===== src/rtl/arbiter_request_fifo_pkg.sv =====
// rtl/arbiter_request_fifo_pkg.sv - shared types and helpers for the arbiter request FIFO
package arb_fifo_pkg;

  localparam int ARB_FIFO_STAT_W = 32;

  typedef struct packed {
    logic [ARB_FIFO_STAT_W-1:0] push_cnt;
    logic [ARB_FIFO_STAT_W-1:0] drop_cnt;
    logic [ARB_FIFO_STAT_W-1:0] max_occ;
  } arb_fifo_stats_t;

  // Saturating increment: counters park at all-ones instead of wrapping.
  function automatic logic [ARB_FIFO_STAT_W-1:0] sat_inc(input logic [ARB_FIFO_STAT_W-1:0] v);
    return (&v) ? v : v + 1'b1;
  endfunction

endpackage


===== src/rtl/arbiter_request_fifo_storage.sv =====
// rtl/arbiter_request_fifo_storage.sv - DEPTH x WIDTH register array, sync write, async read
module arb_fifo_storage #(
  parameter int WIDTH = 8,
  parameter int DEPTH = 16,
  parameter int AW    = $clog2(DEPTH)
) (
  input  logic             clock,
  input  logic             wr_en,
  input  logic [AW-1:0]    wr_addr,
  input  logic [0:WIDTH-1] wr_data,
  input  logic [AW-1:0]    rd_addr,
  output logic [0:WIDTH-1] rd_data
);

  logic [0:WIDTH-1] mem [DEPTH];

  // No reset on the array: the pointers alone define which entries are live.
  always_ff @(posedge clock) begin
    if (wr_en) mem[wr_addr] <= wr_data;
  end

  assign rd_data = mem[rd_addr];

endmodule


===== src/rtl/arbiter_request_fifo.sv =====
// rtl/arbiter_request_fifo.sv - per-requester FIFO feeding one arbiter input
// Optional statistics outputs are built when ARB_FIFO_STATS_EN is defined.
module arbiter_request_fifo
  import arb_fifo_pkg::*;
#(
  parameter int WIDTH       = 8,
  parameter int DEPTH       = 16,
  parameter int AFULL_LEVEL = 12
) (
  input  logic                     clock,
  input  logic                     reset,
  input  logic                     enabled,
  input  logic                     push,
  input  logic [0:WIDTH-1]         data_in,
  output logic                     full,
  output logic                     almost_full,
  output logic                     request,
  output logic [0:WIDTH-1]         data_out,
  input  logic                     ready,
  output logic                     empty,
  output logic [$clog2(DEPTH):0]   count,
  output logic                     overflow,
  output logic                     underflow
`ifdef ARB_FIFO_STATS_EN
  ,
  output logic [31:0]              stat_push_cnt,
  output logic [31:0]              stat_drop_cnt,
  output logic [$clog2(DEPTH):0]   stat_max_occ
`endif
);

  localparam int AW = $clog2(DEPTH);
  localparam int PW = AW + 1;

  logic [PW-1:0]    wr_ptr, rd_ptr;
  logic [PW-1:0]    next_count;
  logic [0:WIDTH-1] head;
  logic             pop, wr;

  arb_fifo_storage #(
    .WIDTH (WIDTH),
    .DEPTH (DEPTH),
    .AW    (AW)
  ) u_storage (
    .clock   (clock),
    .wr_en   (wr),
    .wr_addr (wr_ptr[AW-1:0]),
    .wr_data (data_in),
    .rd_addr (rd_ptr[AW-1:0]),
    .rd_data (head)
  );

  // Wrap bit distinguishes full from empty when the index bits match.
  assign empty       = (wr_ptr == rd_ptr);
  assign full        = (wr_ptr[AW] != rd_ptr[AW]) && (wr_ptr[AW-1:0] == rd_ptr[AW-1:0]);
  assign count       = wr_ptr - rd_ptr;
  assign almost_full = (count >= PW'(AFULL_LEVEL));

  assign pop        = ready & ~empty;
  assign wr         = push & (~full | pop);
  assign next_count = count + PW'(wr) - PW'(pop);

  assign request  = ~empty & enabled;
  assign data_out = empty ? '0 : head;

  always_ff @(posedge clock) begin
    if (reset) begin
      wr_ptr    <= '0;
      rd_ptr    <= '0;
      overflow  <= 1'b0;
      underflow <= 1'b0;
    end else begin
      if (wr)  wr_ptr <= wr_ptr + 1'b1;
      if (pop) rd_ptr <= rd_ptr + 1'b1;
      if (push & full & ~pop) overflow  <= 1'b1;
      if (ready & empty)      underflow <= 1'b1;
    end
  end

`ifdef ARB_FIFO_STATS_EN
  arb_fifo_stats_t stats;

  always_ff @(posedge clock) begin
    if (reset) begin
      stats <= '0;
    end else begin
      if (wr)          stats.push_cnt <= sat_inc(stats.push_cnt);
      if (push & ~wr)  stats.drop_cnt <= sat_inc(stats.drop_cnt);
      if (ARB_FIFO_STAT_W'(next_count) > stats.max_occ)
        stats.max_occ <= ARB_FIFO_STAT_W'(next_count);
    end
  end

  assign stat_push_cnt = stats.push_cnt;
  assign stat_drop_cnt = stats.drop_cnt;
  assign stat_max_occ  = stats.max_occ[PW-1:0];
`endif

endmodule


===== config.mk =====
export PLATFORM = sky130hd
export DESIGN_NAME = arbiter_request_fifo
export DESIGN_NICKNAME = d
export VERILOG_FILES = /design/src/rtl/arbiter_request_fifo_pkg.sv /design/src/rtl/arbiter_request_fifo_storage.sv /design/src/rtl/arbiter_request_fifo.sv
export SDC_FILE = /design/constraint.sdc
export NUM_CORES = 1
export LEC_CHECK = 0
export BUFFER_PORTS_ARGS = -buffer_cell sky130_fd_sc_hd__buf_2
export CAP_MARGIN = 20
export CELL_PAD_IN_SITES_DETAIL_PLACEMENT = 1
export CELL_PAD_IN_SITES_GLOBAL_PLACEMENT = 2
export CORE_MARGIN = 2
export CORE_UTILIZATION = 28
export CTS_CLUSTER_SIZE = 24
export DETAILED_ROUTE_END_ITERATION = 16
export HOLD_SLACK_MARGIN = 0.08
export PLACE_DENSITY_LB_ADDON = 0.3
export SETUP_SLACK_MARGIN = 0.15
export SYNTH_ARGS = -nofsm -noshare
export SYNTH_HDL_FRONTEND = slang
export SYNTH_SLANG_ARGS = --single-unit

===== constraint.sdc =====
create_clock -name clock -period 3.59 [get_ports clock]
set_input_delay 0.5385 -clock clock [delete_from_list [all_inputs] [get_ports clock]]
set_output_delay 0.5385 -clock clock [all_outputs]
set_load 0.03 [all_outputs]

# Word-level counts from Yosys, hierarchy flattened
# Memory sizes are Yosys's and may differ from the RTL's. A register that Yosys moved wholly into a read port is not among the register bits.
# Cells that the tools add are included.
dict set report classes {
  n_addsub 3
  magnitude_cmp 1
  eq_ne 3
  muxes 5
  bitwise_logic 10
  reduce_logical 1
}
# cell n
set ops {}
lappend ops {{$add A5 B1 Y5 const B} 2}
lappend ops {{$mux W4} 2}
lappend ops {{$mux W8} 1}
lappend ops {{$and A1 B1 Y1} 6}
lappend ops {{$eq A5 B5 Y1} 1}
lappend ops {{$ge A5 B4 Y1 const B} 1}
lappend ops {{$sub A5 B5 Y5} 1}
lappend ops {{$eq A4 B4 Y1} 1}
lappend ops {{$not A1 Y1} 3}
lappend ops {{$mux W1} 2}
lappend ops {{$logic_and A1 B1 Y1} 1}
lappend ops {{$ne A1 B1 Y1} 1}
lappend ops {{$or A1 B1 Y1} 1}
dict set report totals {
  register_bits 12
  ram_bits 128
  out_inout_bits 19
  elab_cells 28
  memories 1
}
# memory words width read_ports rd_clocked_by_memory_dff wr line
set mem_list {}
lappend mem_list {u_storage.mem 16 8 1 1 1 arbiter_request_fifo_storage.sv:15} ;# logic [0:WIDTH-1] mem [DEPTH];

# Depth between registers and ports, before layout
dict set report logic_depth {
  depth_word 7
  mapped_depth 8
}

# Hierarchy
# A second synthesis with hierarchy kept.
dict set report unflattened {
  cells_unflattened 311
  hier_area_um2 5769.3
}
# mod n_inst cells_each area_per_inst_um2
set modules_own_cells {}
lappend modules_own_cells {arb_fifo_storage 1 221 4987.3}
lappend modules_own_cells {arbiter_request_fifo 1 90 782.0}

# Least setup slack after synthesis
# No wires, ideal clock.
dict set report synth_path {
  path_kind {reg2out}
  startpoint {reg wr_ptr[0]}
  endpoint {out data_out[0] (netlist bit)}
  arrival_ns 2.053
  t_required_ns 3.052
  path_slack_ns 0.998
  stages_incl_launch_ff 7
  path_buffers 1
  path_cell_list {dfxtp_1 inv_1 ha_1 nand4_1 nor2_1 buf_2 a211oi_1}
}
dict set report synth_between {
  elab_chain_cells 2
}
# element line
set synth_lines {}
lappend synth_lines {{from (decl)} arbiter_request_fifo.sv:35} ;# logic [PW-1:0] wr_ptr, rd_ptr;
lappend synth_lines {{from (signal assigned)} arbiter_request_fifo.sv:73} ;# if (wr) wr_ptr <= wr_ptr + 1'b1;
lappend synth_lines {{$eq A5 B5 Y1} arbiter_request_fifo.sv:54} ;# assign empty = (wr_ptr == rd_ptr);
lappend synth_lines {{named net empty} arbiter_request_fifo.sv:20} ;# output logic empty,
lappend synth_lines {{$mux W8} arbiter_request_fifo.sv:64} ;# assign data_out = empty ? '0 : head;
lappend synth_lines {{to (decl)} arbiter_request_fifo.sv:18} ;# output logic [0:WIDTH-1] data_out,
# The timed path passes the listed nets, and every way through them passes these cells.

==> flow_metrics.env <==
export IMPL_fin_skew_ns=0.0122
export IMPL_rsz0062_at_grt="false"
export IMPL_cts_buffer_depth=2
export IMPL_fillers=2138
export IMPL_yosys_top_cells_count="edfxtp_1 (128), mux4_2 (25), a211oi_1 (16), dfxtp_1 (16), nor2_1 (15)"
export IMPL_clk_latency_ns=0.43
export IMPL_yosysWarningCount=0
export IMPL_numCtsBuffers=17
export IMPL_path_delay_family="flip-flops"
export IMPL_drc=0
export IMPL_syn_inst=314
export IMPL_dieWidth_um=149
export IMPL_wirelength_mm=12.8
export IMPL_final_hold_viol_count=0
export IMPL_crit_fanout=20
export IMPL_initial_utilization_pct=28.3
export IMPL_status="complete, no violations"
export IMPL_path_class="reg2out"
export IMPL_grt_pass1_vias=3192
export IMPL_grt_max_degree=21
export IMPL_dr_wl_met3_um=405
export IMPL_crit_chain="mux4_2 -> nor2b_1 -> a211oi_1 -> a211oi_1 -> buf_2"
export IMPL_port_buffers=31
export IMPL_post_route_period_util_pct=86.8
export IMPL_synth_most_common_cell="edfxtp_1"
export IMPL_wl_per_cell_um=19.9
export IMPL_num_vias=2975
export IMPL_drtIter0Drc=158
export IMPL_design_portCount=32
export IMPL_yosysTopAreaCell="edfxtp_1"
export IMPL_final_nets=376
export IMPL_highest_layer="met5"
export IMPL_worstPathArrival_ns=2.58
export IMPL_avgViaCountPerCell=4.64
export IMPL_antenna_cells=0
export IMPL_postLayoutCoreUtil_pct=33.1
export IMPL_cpMaxStageDelayCell="dfxtp_2"
export IMPL_min_period_ns=3.12
export IMPL_htreeDepth=4
export IMPL_setup_viol_count_final=0
export IMPL_asyncSetResetFlopFracSynth_pct=0
export IMPL_maxCapViolCount=0
export IMPL_drv_slew=0
export IMPL_clkSlewWorstSetupHoldPaths_ns=0.06
export IMPL_post_cts_setup_buffers=0
export IMPL_antenna_found_initial=1
export IMPL_ant_nets=0
export IMPL_die_area_um2=22200
export IMPL_syn_cell_area_um2=5890
export IMPL_synthTopCellsByArea="edfxtp_1 (65%), mux4_2 (9.6%), dfxtp_1 (5.4%), mux4_1 (3.1%), a211oi_1 (2.0%)"
export IMPL_clock_sinks=144
export IMPL_crit_top_cell="a211oi_1"
export IMPL_dr_pass1_iters=4
export IMPL_end_kind="output pin"
export IMPL_synth_avg_cell_area_um2=18.8
export IMPL_grt_overflow=0
export IMPL_wl_met1_mm=5.72
export IMPL_path_buf_inv=1
export IMPL_multiInputGateArea_um2=1610
export IMPL_peakVddDrop_mv=0.315
export IMPL_cts_tree="yes"
export IMPL_syn_nets=337
export IMPL_dominantRegCellSynth="edfxtp_1"
export IMPL_root_buffer="clkbuf_16"
export IMPL_cpPeakStageDelay_ns=0.77
export IMPL_power_density_nw_per_um2=614
export IMPL_rows=53
export IMPL_seqCellArea_um2=4170
export IMPL_finalSetupTns_ns=0
export IMPL_die_h_um=149
export IMPL_max_freq_mhz=321
export IMPL_crit_path_start_kind="register"
export IMPL_synth_top_cell_area_share_pct=65.2
export IMPL_place_gp_congestion=0.700
export IMPL_core_um2=20800
export IMPL_synth_seq_area_share_pct=70.6
export IMPL_worst_pin_slew_ns=0.686
export IMPL_drive_above_1_share_pct=26.2
export IMPL_synth_edf_count=128
export IMPL_wl_met2_mm=6.47
export IMPL_p_leak_nw=2.28
export IMPL_ys_ff_latch=144
export IMPL_grt_pass1_wl_mm=19.6
export IMPL_min_path_type="in2reg"
export IMPL_relSlewSlack_pct=54.2
export IMPL_required_ns=3.05
export IMPL_synthDistinctLibCells=36
export IMPL_cts_repair_resize_count=0
export IMPL_dp_hpwl_mm=8.41
export IMPL_area_growth_pct=17.1
export IMPL_track_usage_pct=12.4
export IMPL_cts_hold_buf=0
## worst paths after layout
check                 start  cells past startpoint                   to  slack, ns
hold reg to reg    overflow                      2             overflow       0.47
hold / removal         push                      3             overflow       0.39
setup reg to reg  wr_ptr[0]                      6  u_storage.mem[4][0]       1.09
setup / recovery   register                      5          data_out[0]       0.47
## worst register-to-register path, cell delays in order (launching register included)
cell and delay, ns:
dfxtp_1 0.41, inv_1 0.12, ha_1 0.32, nand4_1 0.30, o31a_4 0.46, and3b_1 0.24
and2_1 0.33
## logic make-up after synthesis
family	count (synthesis)	share of synthesized area, %
AO/OA/AOI/OAI	30	3.69
XOR/XNOR	9	1.34
adder cells (fa/ha/maj)	10	2.25
buffers and inverters	23	2.02
flip-flops	144	70.6
multiplexers	44	14.8
AND/OR/NAND/NOR	54	5.24
## placed cells by master, fill, tap and decap left out, types with 2 or more instances in the layout
cell        synthesis  layout
a211oi_1           16      16
a21oi_1             4       4
and2_1              6       6
and3_1             11      11
buf_2               5      31
buf_4               5       5
clkbuf_16           0      17
clkinv_1            0       3
clkinvlp_4          0       3
dfxtp_1            16      14
dfxtp_2             0       2
edfxtp_1          128     128
ha_1                9       9
inv_1               7       7
inv_6               0       4
inv_8               0       2
mux2i_1            10      10
mux4_1              7       7
mux4_2             25      25
nand4_1             3       3
nor2_1             15      15
nor2b_1            13      13
o21ai_0             4       4
or3_1               2       2
xnor2_1             4       4
xor2_1              5       5
## through the flow
step	cells	total power, mW	setup slack [ns]	hold WS (ns)	instance area, um2
after global placement	609	2.59	0.907	0.447	6340
after CTS	641	4.29	0.412	0.374	6900
after floorplan	314	2.40	0.998	0.474	5890
after global routing	641	4.40	0.340	0.425	6900
final	641	4.23	0.473	0.394	6900
after detailed placement	609	2.60	0.883	0.459	6340
## sequential cells by signal (all words and copies together), names as in the netlist, named ones only
name and count:
u_storage.mem 128, rd_ptr 5, wr_ptr 5, overflow 1
underflow 1
## per-layer routing
metal,GRT usage [%],up-vias
met1,15.6,1567
li1,-,1340
met5,0,-
met3,3.43,18
met2,20.3,48
met4,4.71,2
## area by class of cell
cell class	count	area share [%]
Tap cell	275	4.99
Multi-Input combinational cell	147	23.4
Sequential cell	144	60.4
Timing Repair Buffer	36	2.79
Inverter	7	0.381
Clock buffer	18	6.22
Clock inverter	14	1.89
## where the power goes
group / internal [mW] / switching (mW) / leakage [nW]
registers: 1.86 / 0.0642 / 1.29
logic: 0.246 / 0.380 / 0.727
clock network: 0.963 / 0.724 / 0.264
(Power assumes the default switching activity.)
